[config.mk]
export PLATFORM = sky130hd
export DESIGN_NAME = led_scan_ctrl
export DESIGN_NICKNAME = d
export VERILOG_FILES = /design/src/rtl/led_scan_ctrl.sv
export SDC_FILE = /design/constraint.sdc
export NUM_CORES = 1
export LEC_CHECK = 0
export ABC_CLOCK_PERIOD_IN_PS = 1600
export CAP_MARGIN = 20
export CORE_UTILIZATION = 46
export DETAILED_ROUTE_END_ITERATION = 12
export GPL_TIMING_DRIVEN = 1
export PLACE_DENSITY_LB_ADDON = 0.1
export SYNTH_ARGS = -nofsm -noshare
export SYNTH_HDL_FRONTEND = slang
export SYNTH_SLANG_ARGS = --single-unit
[constraint.sdc]
create_clock -name clk -period 1.6 [get_ports clk]
set_input_delay 0.24 -clock clk [delete_from_list [all_inputs] [get_ports clk]]
set_output_delay 0.24 -clock clk [all_outputs]
set_load 0.05 [all_outputs]
[src/rtl/led_scan_ctrl.sv]
// led_scan_ctrl -- eight-digit multiplexed LED scan controller.
//
// A prescaler divides clk down to one tick per digit slot. Each tick advances
// the 3-bit digit scan index (LED_clk). New display data is accepted through a
// one-entry valid/ready buffer and swapped into disp_data only at the frame
// boundary (tick while LED_clk == 7), so a frame never shows a mix of old and
// new digits.
//
// Optional feature macro: LED_SCAN_FREEZE_EN
//   Adds input 'freeze'. While freeze=1, frame-boundary transfers are held off
//   (pending data is kept); scanning and frame_done carry on as normal.
//
// Parameters
//   PRESCALE    clk cycles per digit slot, 1 .. 2**20
//
// Ports
//   clk         sole clock, rising edge
//   rst         synchronous, active-high reset
//   data_in     eight hex nibbles to display, nibble 0 = data_in[3:0]
//   data_valid  data_in is offered this cycle
//   freeze      (LED_SCAN_FREEZE_EN only) suppress boundary transfers
//   data_ready  buffer can accept data_in this cycle (combinational)
//   LED_clk     current digit scan index
//   disp_data   value currently being scanned out
//   frame_done  one-cycle pulse after each completed 8-digit frame

module led_scan_ctrl #(
  parameter int unsigned PRESCALE = 100000
) (
  input  logic        clk,
  input  logic        rst,
  input  logic [31:0] data_in,
  input  logic        data_valid,
`ifdef LED_SCAN_FREEZE_EN
  input  logic        freeze,
`endif
  output logic        data_ready,
  output logic [2:0]  LED_clk,
  output logic [31:0] disp_data,
  output logic        frame_done
);

  localparam int unsigned    CW       = $clog2(PRESCALE + 1);
  localparam logic [CW-1:0]  CNT_LAST = CW'(PRESCALE - 1);

  logic [CW-1:0] cnt_q,        cnt_d;
  logic [2:0]    led_q,        led_d;
  logic [31:0]   disp_q,       disp_d;
  logic [31:0]   pend_data_q,  pend_data_d;
  logic          pend_valid_q, pend_valid_d;
  logic          frame_done_q, frame_done_d;

  logic tick;
  logic boundary;
  logic accept;
  logic xfer_en;

`ifdef LED_SCAN_FREEZE_EN
  assign xfer_en = !freeze;
`else
  assign xfer_en = 1'b1;
`endif

  // With PRESCALE=1 the counter is stuck at 0 == CNT_LAST, so tick is
  // asserted every cycle.
  assign tick     = (cnt_q == CNT_LAST);
  assign boundary = tick && (led_q == 3'd7);

  // NOTE: data_ready is the only combinational output; it is derived from
  // registered state plus rst so it reads 0 throughout reset and 1 on the
  // very first cycle after reset is released.
  assign data_ready = !pend_valid_q && !rst;
  assign accept     = data_valid && data_ready;

  // NOTE: every next-state variable gets its hold value first so that no
  // path through this block leaves one unassigned (which would infer a latch).
  always_comb begin
    cnt_d        = cnt_q;
    led_d        = led_q;
    disp_d       = disp_q;
    pend_data_d  = pend_data_q;
    pend_valid_d = pend_valid_q;
    frame_done_d = boundary;

    if (tick) begin
      cnt_d = '0;
      led_d = led_q + 3'd1;
    end else begin
      cnt_d = cnt_q + CW'(1);
    end

    // Swap in pending data only at a frame boundary; the new value first
    // shows on the same edge LED_clk wraps to 0.
    if (boundary && pend_valid_q && xfer_en) begin
      disp_d       = pend_data_q;
      pend_valid_d = 1'b0;
    end

    // accept implies pend_valid_q == 0, so it never collides with the
    // transfer above. Data taken on a boundary cycle waits a full frame.
    if (accept) begin
      pend_data_d  = data_in;
      pend_valid_d = 1'b1;
    end
  end

  // NOTE: sequential state uses non-blocking assignments only. The pending
  // data word is reset too, so a value discarded by reset can never reappear.
  always_ff @(posedge clk) begin
    if (rst) begin
      cnt_q        <= '0;
      led_q        <= '0;
      disp_q       <= '0;
      pend_data_q  <= '0;
      pend_valid_q <= 1'b0;
      frame_done_q <= 1'b0;
    end else begin
      cnt_q        <= cnt_d;
      led_q        <= led_d;
      disp_q       <= disp_d;
      pend_data_q  <= pend_data_d;
      pend_valid_q <= pend_valid_d;
      frame_done_q <= frame_done_d;
    end
  end

  assign LED_clk    = led_q;
  assign disp_data  = disp_q;
  assign frame_done = frame_done_q;

endmodule

# After elaboration in Yosys (flattened, before gate mapping)
# Cells that the tools add are included.
[word_totals]
input_bits = 35
reg_bits = 86
word_cells = 20
out_inout_bits = 37
[classes]
add_sub_neg = 2
eq_ne = 2
reduce_logical = 8
muxes = 2
[op_table]
columns = ["op", "n"]
rows = [
  ["17-bit by 1-bit adder with 17-bit output, second input constant", 1],
  ["17-bit equality test, second input constant", 1],
  ["1-bit logical AND", 4],
  ["3-bit by 1-bit adder with 3-bit output, second input constant", 1],
  ["3-bit equality test, second input constant", 1],
  ["1-bit zero test", 2],
  ["1-bit 2-to-1 mux", 2],
  ["2-bit nonzero test", 1],
  ["2-bit OR reduction", 1],
]

# Longest topological paths before layout
# Gate-level depths: netlist (run 1).
[logic_depth]
depth_word = 5
mapped_depth = 8
mapped_depth_nobuf = 5

# Worst setup path after synthesis (run 1)
# Ideal clock, no wire load.
[synth_timing]
path_kind = "input to register"
start = "input port rst"
end = "register pend_data_q[10]"
setup_time_ps = 74
path_buffers = 3
arrival_time_ps = 1830
slack_ps = -305
required_time_ps = 1526
cell_stages = 7
cell_sequence = "buf_2 -> nor2_1 -> and2_1 -> buf_2 -> clkbuf_1 -> nand2_1 -> o21ai_0"
[synth_via]
elab_chain_len = 3
[synth_lines]
columns = ["item", "line", "text"]
rows = [
  ["from (decl)", "31", "input logic rst,"],
  ["1-bit zero test", "72", "assign data_ready = !pend_valid_q && !rst;"],
  ["1-bit logical AND", "72", ""],
  ["named net data_ready", "37", "output logic data_ready,"],
  ["1-bit logical AND", "73", "assign accept = data_valid && data_ready;"],
  ["to (signal assigned)", "121", "pend_data_q <= pend_data_d;"],
  ["to (decl)", "49", "logic [31:0] pend_data_q, pend_data_d;"],
]
# The timed path passes the listed nets, and every way through them passes these cells.
# A chain may end at the register's enable or synchronous reset.

# Worst setup path after layout (run 1)
[layout_timing]
start = "register cnt_q[0]"
end = "register disp_q[15], in the netlist disp_data[15]"
[layout_via]
elab_chain_len = 3
[layout_lines]
columns = ["item", "line", "text"]
rows = [
  ["from (decl)", "46", "logic [CW-1:0] cnt_q, cnt_d;"],
  ["from (signal assigned)", "118", "cnt_q <= cnt_d;"],
  ["17-bit equality test", "66", "assign tick = (cnt_q == CNT_LAST);"],
  ["1-bit logical AND", "67", "assign boundary = tick && (led_q == 3'd7);"],
  ["1-bit logical AND", "94", "if (boundary && pend_valid_q && xfer_en) begin"],
  ["to (signal assigned)", "120", "disp_q <= disp_d;"],
  ["to (decl)", "48", "logic [31:0] disp_q, disp_d;"],
]
# No other way between the ends.

==> flow_metrics.py, run 1 <==
metrics = {
    "final_layout": {
        "multi_input_area_mm2": 0.001653,
        "diodes": 0,
        "fin_area_mm2": 0.004557,
        "nFillCells": 658,
        "final_common_cell": "dfxtp_1",
        "drive_above_1_share": 0.2034,
        "seq_area_mm2": 0.001728,
        "final_nets": 511,
        "area_growth_pct": 31.81,
        "mostFrequentLayoutCells": "dfxtp_1, o21ai_0, buf_4",
        "final_util": 0.6283,
        "layoutNonFillerInstCount": 576,
    },
    "sta": {
        "setup_viol": 0,
        "finalSetupTns_ns": 0,
        "rsz0062_at_grt": "yes",
        "hold_ws_ns": 0.3328,
        "period_share": 0.9786,
        "maxSlewViolCount": 0,
        "fin_crit_ns": 1.566,
        "fin_skew_ns": 0.009656,
        "max-slew-margin-rel": 0.7659,
        "worstMarginPinSlew_ns": 0.3463,
        "max_freq_mhz": 638.7,
        "hold_viol_final": 0,
        "setup_ws_ns": 0.03429,
    },
    "synthesis": {
        "synth_compound_area_frac": 0.1448,
        "synth.area.top_cells": "dfxtp_1, o21ai_0, nand2b_1",
        "ys_ff_latch": 86,
        "ys_warn_count": 0,
        "synth_cells": 393,
        "synth_simple_gate_area_frac": 0.2566,
        "synthXorXnorAreaFrac": 0.03547,
        "syn_nets": 431,
        "syn_area_per_cell_um2": 8.797,
        "synth_fa_ha_area_frac": 0.01086,
        "synth_top_family_by_area": "simple AND/OR/NAND/NOR gates",
        "synth.distinct_cells": 34,
        "yosys.area.top_type": "dfxtp_1",
        "yosysSeqAreaShare": 0.4980,
        "synth.mux.area_fraction": 0.005791,
        "yosys.area.top_type_share": 0.4980,
        "syn-cell-area_mm2": 0.003457,
    },
    "detailed_routing": {
        "ant_nets": 0,
        "drt-pass1-iter-count": 4,
        "first_iter_violations": 106,
        "viasPerCell": 5.028,
        "drcViolationCount": 0,
        "vias": 2896,
        "drt_wl_total_um": 8184,
        "post_drt_wl_per_cell_um": 14.21,
    },
    "clocking": {
        "cts-root-buf": "clkbuf_8",
        "cts_buffers": 9,
        "clock_sink_count": 86,
        "htreeDepth": 3,
        "ctsHoldBuffers": 0,
        "clk_latency_ns": 0.35,
        "cts_tree": "built",
        "clkTransAtPathRegs_ns": 0.08,
        "clock_path_buffers": 2,
    },
    "global_route": {
        "grt_pass1_wl_um": 11880,
        "grt_max_degree": 43,
        "overflow": 0,
        "grt.total_usage": 0.1958,
        "grt_pass1_vias": 2564,
        "antenna_found_initial": 0,
    },
    "placed_design": {
        "dp.cells": 552,
        "port_buffers": 71,
        "place_ws_ns": 0.006342,
        "hpwl_um": 4593,
        "placed_cell_area_mm2": 0.004200,
        "place.gp.congestion": 0.8509,
    },
    "setup_path": {
        "critical_path.cell_chain": "ha_2 -> and4_4 -> nand4_4 -> buf_12 -> o21ai_0 -> o21ai_2",
        "slowest_delay_ns": 0.34,
        "cp-end-kind": "register",
        "worstPathRequired_ns": 1.85,
        "crit_slowest_cell": "dfxtp_1",
        "crit_path_max_fanout": 10,
        "crit_type": "register to register",
        "worstPathArrival_ns": 1.81,
        "start_kind": "register",
    },
    "die": {
        "ios": 72,
        "die_w_um": 88.69,
        "die_y_um": 88.69,
        "dieArea_mm2": 0.007866,
        "core_area_mm2": 0.007253,
        "start_util": 0.4766,
        "rows": 31,
    },
    "outcome": {
        "outcome": "completed",
    },
    "power": {
        "leakage_nw": 1.753,
        "totalPowerFinal_mw": 4.027,
        "vdd_drop_max_mv": 0.4869,
        "cellPowerDensity_mw_per_mm2": 883.8,
    },
    "flow_run": {
        "drv_cap": 0,
    },
    "min_path": {
        "min_path_type": "input pin to register",
    },
}
==> flip-flops by register name, summed over array words and instances (netlist names) <==
| signal | flops |
|---|---|
| frame_done | 1 |
| LED_clk | 3 |
| disp_data | 32 |
| pend_data_q | 32 |
| pend_valid_q | 1 |
| cnt_q | 17 |
==> metal layers <==
layer	up-vias	GRT usage	part of all wire
li1	1491	-	-
met1	1330	0.2624	0.47
met2	62	0.3070	0.46
met3	13	0.03545	0.049
met4	0	0.09091	0.017
met5	-	0	0
==> worst max-delay path, delay by kind of cell, from the launching register on <==
kind	cells	cell delay, ns
AOI/OAI and AO/OA	2	0.29
adders and majority gates	1	0.18
buffers and inverters	1	0.20
DFF	1	0.34
and+or+nand+nor	2	0.44
==> cell usage after synthesis <==
cell type,number
nor4_1,2
and2_1,1
or3_1,3
and4_1,2
nor4b_1,1
ha_1,3
nand4_4,1
inv_1,2
nor2_1,22
buf_4,3
xor2_1,6
or2_4,1
nor3_1,3
nand3_1,7
o21ai_1,30
nor3b_1,1
clkbuf_1,15
o21ai_0,68
or2_0,1
and4bb_2,1
xnor2_1,8
buf_6,5
and4bb_1,1
and3_1,2
nor2b_1,32
buf_2,5
mux2i_1,2
nand2b_2,1
nand4_1,6
a21oi_1,2
nand2b_1,32
dfxtp_1,86
nor4b_4,1
nand2_1,37
==> report_power, final <==
part / switching (mW) / total (mW) / leakage [nW] / internal, mW
Combinational: 0.118 / 0.256 / 0.949 / 0.137
Sequential: 0.0213 / 2.22 / 0.701 / 2.20
Clock: 0.749 / 1.55 / 0.102 / 0.800
==> layout make-up <==
cell class                 count  area share
clock buffer                  12     0.03405
clock inverter                 3    0.009610
inverter                       2    0.001647
multi-input combinational    281      0.3627
sequential                    86      0.3792
tap                           99     0.02718
timing repair buffer          93      0.1856
==> timing repair <==
action | in CTS | in global routing
setup buffers | 0 | 1
endpoints found under the setup margin | 2 | 34
gates cloned | 0 | 8
pin swaps | 1 | 4
endpoints found under the hold margin | 0 | 0
resized for setup | 0 | 23
==> kinds of logic (layout without fill, tap and decap cells) <==
logic type,count (synthesis),count (layout)
AND/OR/NAND/NOR,158,162
AO/OA/AOI/OAI,100,100
flip-flops,86,86
buffers and inverters,30,110
XOR/XNOR,14,14
adder cells (fa/ha/maj),3,3
multiplexers,2,2
==> path summary, 6_finish.rpt <==
check,startpoint,end,slack (ns),cells past startpoint
hold / removal,rst,LED_clk[0],0.33,3
setup reg to reg,cnt_q[0],disp_data[15],0.03,6
hold reg to reg,pend_data_q[23],disp_data[23],0.47,2
setup / recovery,cnt_q[0],disp_data[15],0.03,6
Power figures use the tool's default switching activity.
==> run 2, diff against run 1 <==
- ABC_CLOCK_PERIOD_IN_PS: 1600 -> 1400
- CAP_MARGIN: 20 -> 15
- clock period: 1.6 -> 1.4 ns (I/O delays scaled with it)
==> run 2 against run 1 <==
  * The flow now finishes with violations (setup timing)
  * Sequential cell count stayed put
  * Routed wire length shrank 0.89%
  * Clock skew decreased by 0.0045 ns
  * Power is 16% higher
  * Via count is 4.2% higher
  * Combinational power is 25% higher
  * Die area is the same
  * Final cell count rose by 2.1%
  * Register-to-register slack worse by 0.096 ns
  * Fmax up 7.1%
==> flow_metrics.py, run 2 (synthesized netlist as in run 1, its figures left out) <==
metrics = {
    "sta": {
        "rsz0062_at_grt": "yes",
        "max-slew-margin-rel": 0.7707,
        "fin_crit_ns": 1.461,
        "max_freq_mhz": 684.3,
        "hold_ws_ns": 0.3258,
        "fin_skew_ns": 0.005144,
        "setup_ws_ns": -0.06138,
        "setup_viol": 45,
        "hold_viol_final": 0,
        "worstMarginPinSlew_ns": 0.3392,
        "finalSetupTns_ns": -0.7782,
        "period_share": 1.044,
        "maxSlewViolCount": 0,
    },
    "die": {
        "die_w_um": 88.69,
        "core_area_mm2": 0.007253,
        "ios": 72,
        "dieArea_mm2": 0.007866,
        "die_y_um": 88.69,
        "start_util": 0.4766,
        "rows": 31,
    },
    "global_route": {
        "overflow": 0,
        "grt_max_degree": 41,
        "antenna_found_initial": 0,
        "grt_pass1_vias": 2897,
        "grt.total_usage": 0.2180,
        "grt_pass1_wl_um": 13170,
    },
    "min_path": {
        "worstHoldPathCells": 3,
        "min_to": "LED_clk[1]",
        "min_path_type": "input pin to register",
        "hp-start": "rst",
    },
    "detailed_routing": {
        "ant_nets": 0,
        "post_drt_wl_per_cell_um": 13.79,
        "first_iter_violations": 83,
        "vias": 3018,
        "viasPerCell": 5.133,
        "drt_wl_total_um": 8111,
        "drt-pass1-iter-count": 4,
        "drcViolationCount": 0,
    },
    "power": {
        "vdd_drop_max_mv": 0.4991,
        "leakage_nw": 1.939,
        "cellPowerDensity_mw_per_mm2": 905.6,
    },
    "final_layout": {
        "final_nets": 524,
        "fin_area_mm2": 0.005151,
        "final_common_cell": "dfxtp_1",
        "drive_above_1_share": 0.2393,
        "mostFrequentLayoutCells": "dfxtp_1, o21ai_1, o21ai_0",
        "diodes": 0,
        "nFillCells": 575,
        "area_growth_pct": 49.00,
    },
    "setup_path": {
        "start_kind": "register",
        "worstPathArrival_ns": 1.74,
        "crit_slowest_cell": "dfxtp_2",
        "crit_buf_inv": 1,
        "slowest_delay_ns": 0.37,
        "reg2reg_to": "cnt_q[15]",
        "worstPathRequired_ns": 1.67,
        "r2r_start": "cnt_q[12]",
        "cp-end-kind": "register",
        "r2r_cells": 5,
        "critical_path.cell_chain": "buf_4 -> nand3_1 -> or3_1 -> or3_1 -> a21oi_1",
        "r2r_setup_slack_ns": -0.06,
        "crit_path_max_fanout": 3,
        "crit_type": "register to register",
        "cpMostUsedCell": "or3_1",
        "cp_top_family": "simple AND/OR/NAND/NOR gates",
    },
    "clocking": {
        "cts_tree": "built",
        "cts_buffers": 9,
        "clock_sink_count": 86,
        "cts-root-buf": "clkbuf_8",
        "clkTransAtPathRegs_ns": 0.08,
        "htreeDepth": 3,
        "clock_path_buffers": 2,
        "clk_latency_ns": 0.34,
    },
    "placed_design": {
        "hpwl_um": 5215,
        "port_buffers": 71,
        "placed_cell_area_mm2": 0.004827,
        "place.gp.congestion": 0.9037,
    },
    "flow_run": {
        "drv_cap": 0,
    },
    "outcome": {
        "outcome": "finished, violations left",
        "violations": "setup timing",
    },
}
[run 2: final cells by class]
cell class | instances | area, µm² | share of cell area
Sequential cell | 86 | 1737 | 0.3371
Multi-Input combinational cell | 279 | 1654 | 0.3211
Timing Repair Buffer | 108 | 1424 | 0.2764
Clock buffer | 11 | 162.7 | 0.03158
Tap cell | 99 | 123.9 | 0.02405
Clock inverter | 3 | 42.54 | 0.008258
Inverter | 2 | 7.507 | 0.001457
[run 2: worst min-delay path, stage by stage]
cell,delay (ns)
buf_2,0.16
buf_4,0.20
nor2_1,0.06
[run 2: routing by layer]
metal,track usage,up-vias,part of all wire
met3,0.04104,13,0.048
met1,0.2960,1418,0.46
met5,0,-,0
li1,-,1508,-
met2,0.3497,79,0.48
met4,0.07331,0,0.013
[run 2: worst max path at each step]
stage               cells after the start             to        from
detailed placement                      5  disp_data[26]    cnt_q[1]
CTS                                     6  disp_data[30]    cnt_q[1]
global placement                        5  disp_data[25]  LED_clk[0]
finish                                  5      cnt_q[15]   cnt_q[12]
global route                            5      cnt_q[15]   cnt_q[12]
floorplan                               7  disp_data[10]    cnt_q[0]
[run 2: through the flow]
stage | instances | setup WS (ns) | total power [mW] | util
3_3_place_gp | 571 | -0.07058 | 2.904 | 0.6655
2_1_floorplan | 393 | -0.02726 | 2.743 | -
5_1_grt | 588 | -0.1352 | 4.838 | 0.7102
6_report | 588 | -0.06138 | 4.665 | 0.7102
3_5_place_dp | 571 | -0.09948 | 2.913 | 0.6655
4_1_cts | 587 | -0.07733 | 4.680 | 0.7005
[run 2: report_power, final]
group | internal [mW] | switching [mW]
Clock | 0.960 | 0.843
Sequential | 2.51 | 0.0294
Combinational | 0.176 | 0.143
Total | 3.65 | 1.02
[run 2: repair_timing]
action                                  4_1_cts  5_1_grt
endpoints found under the hold margin         0        0
endpoints found under the setup margin       48       52
gates cloned                                  2        1
hold buffers                                  0        0
resized for setup                            13       14
pin swaps                                     2        4
setup buffers                                 0        0
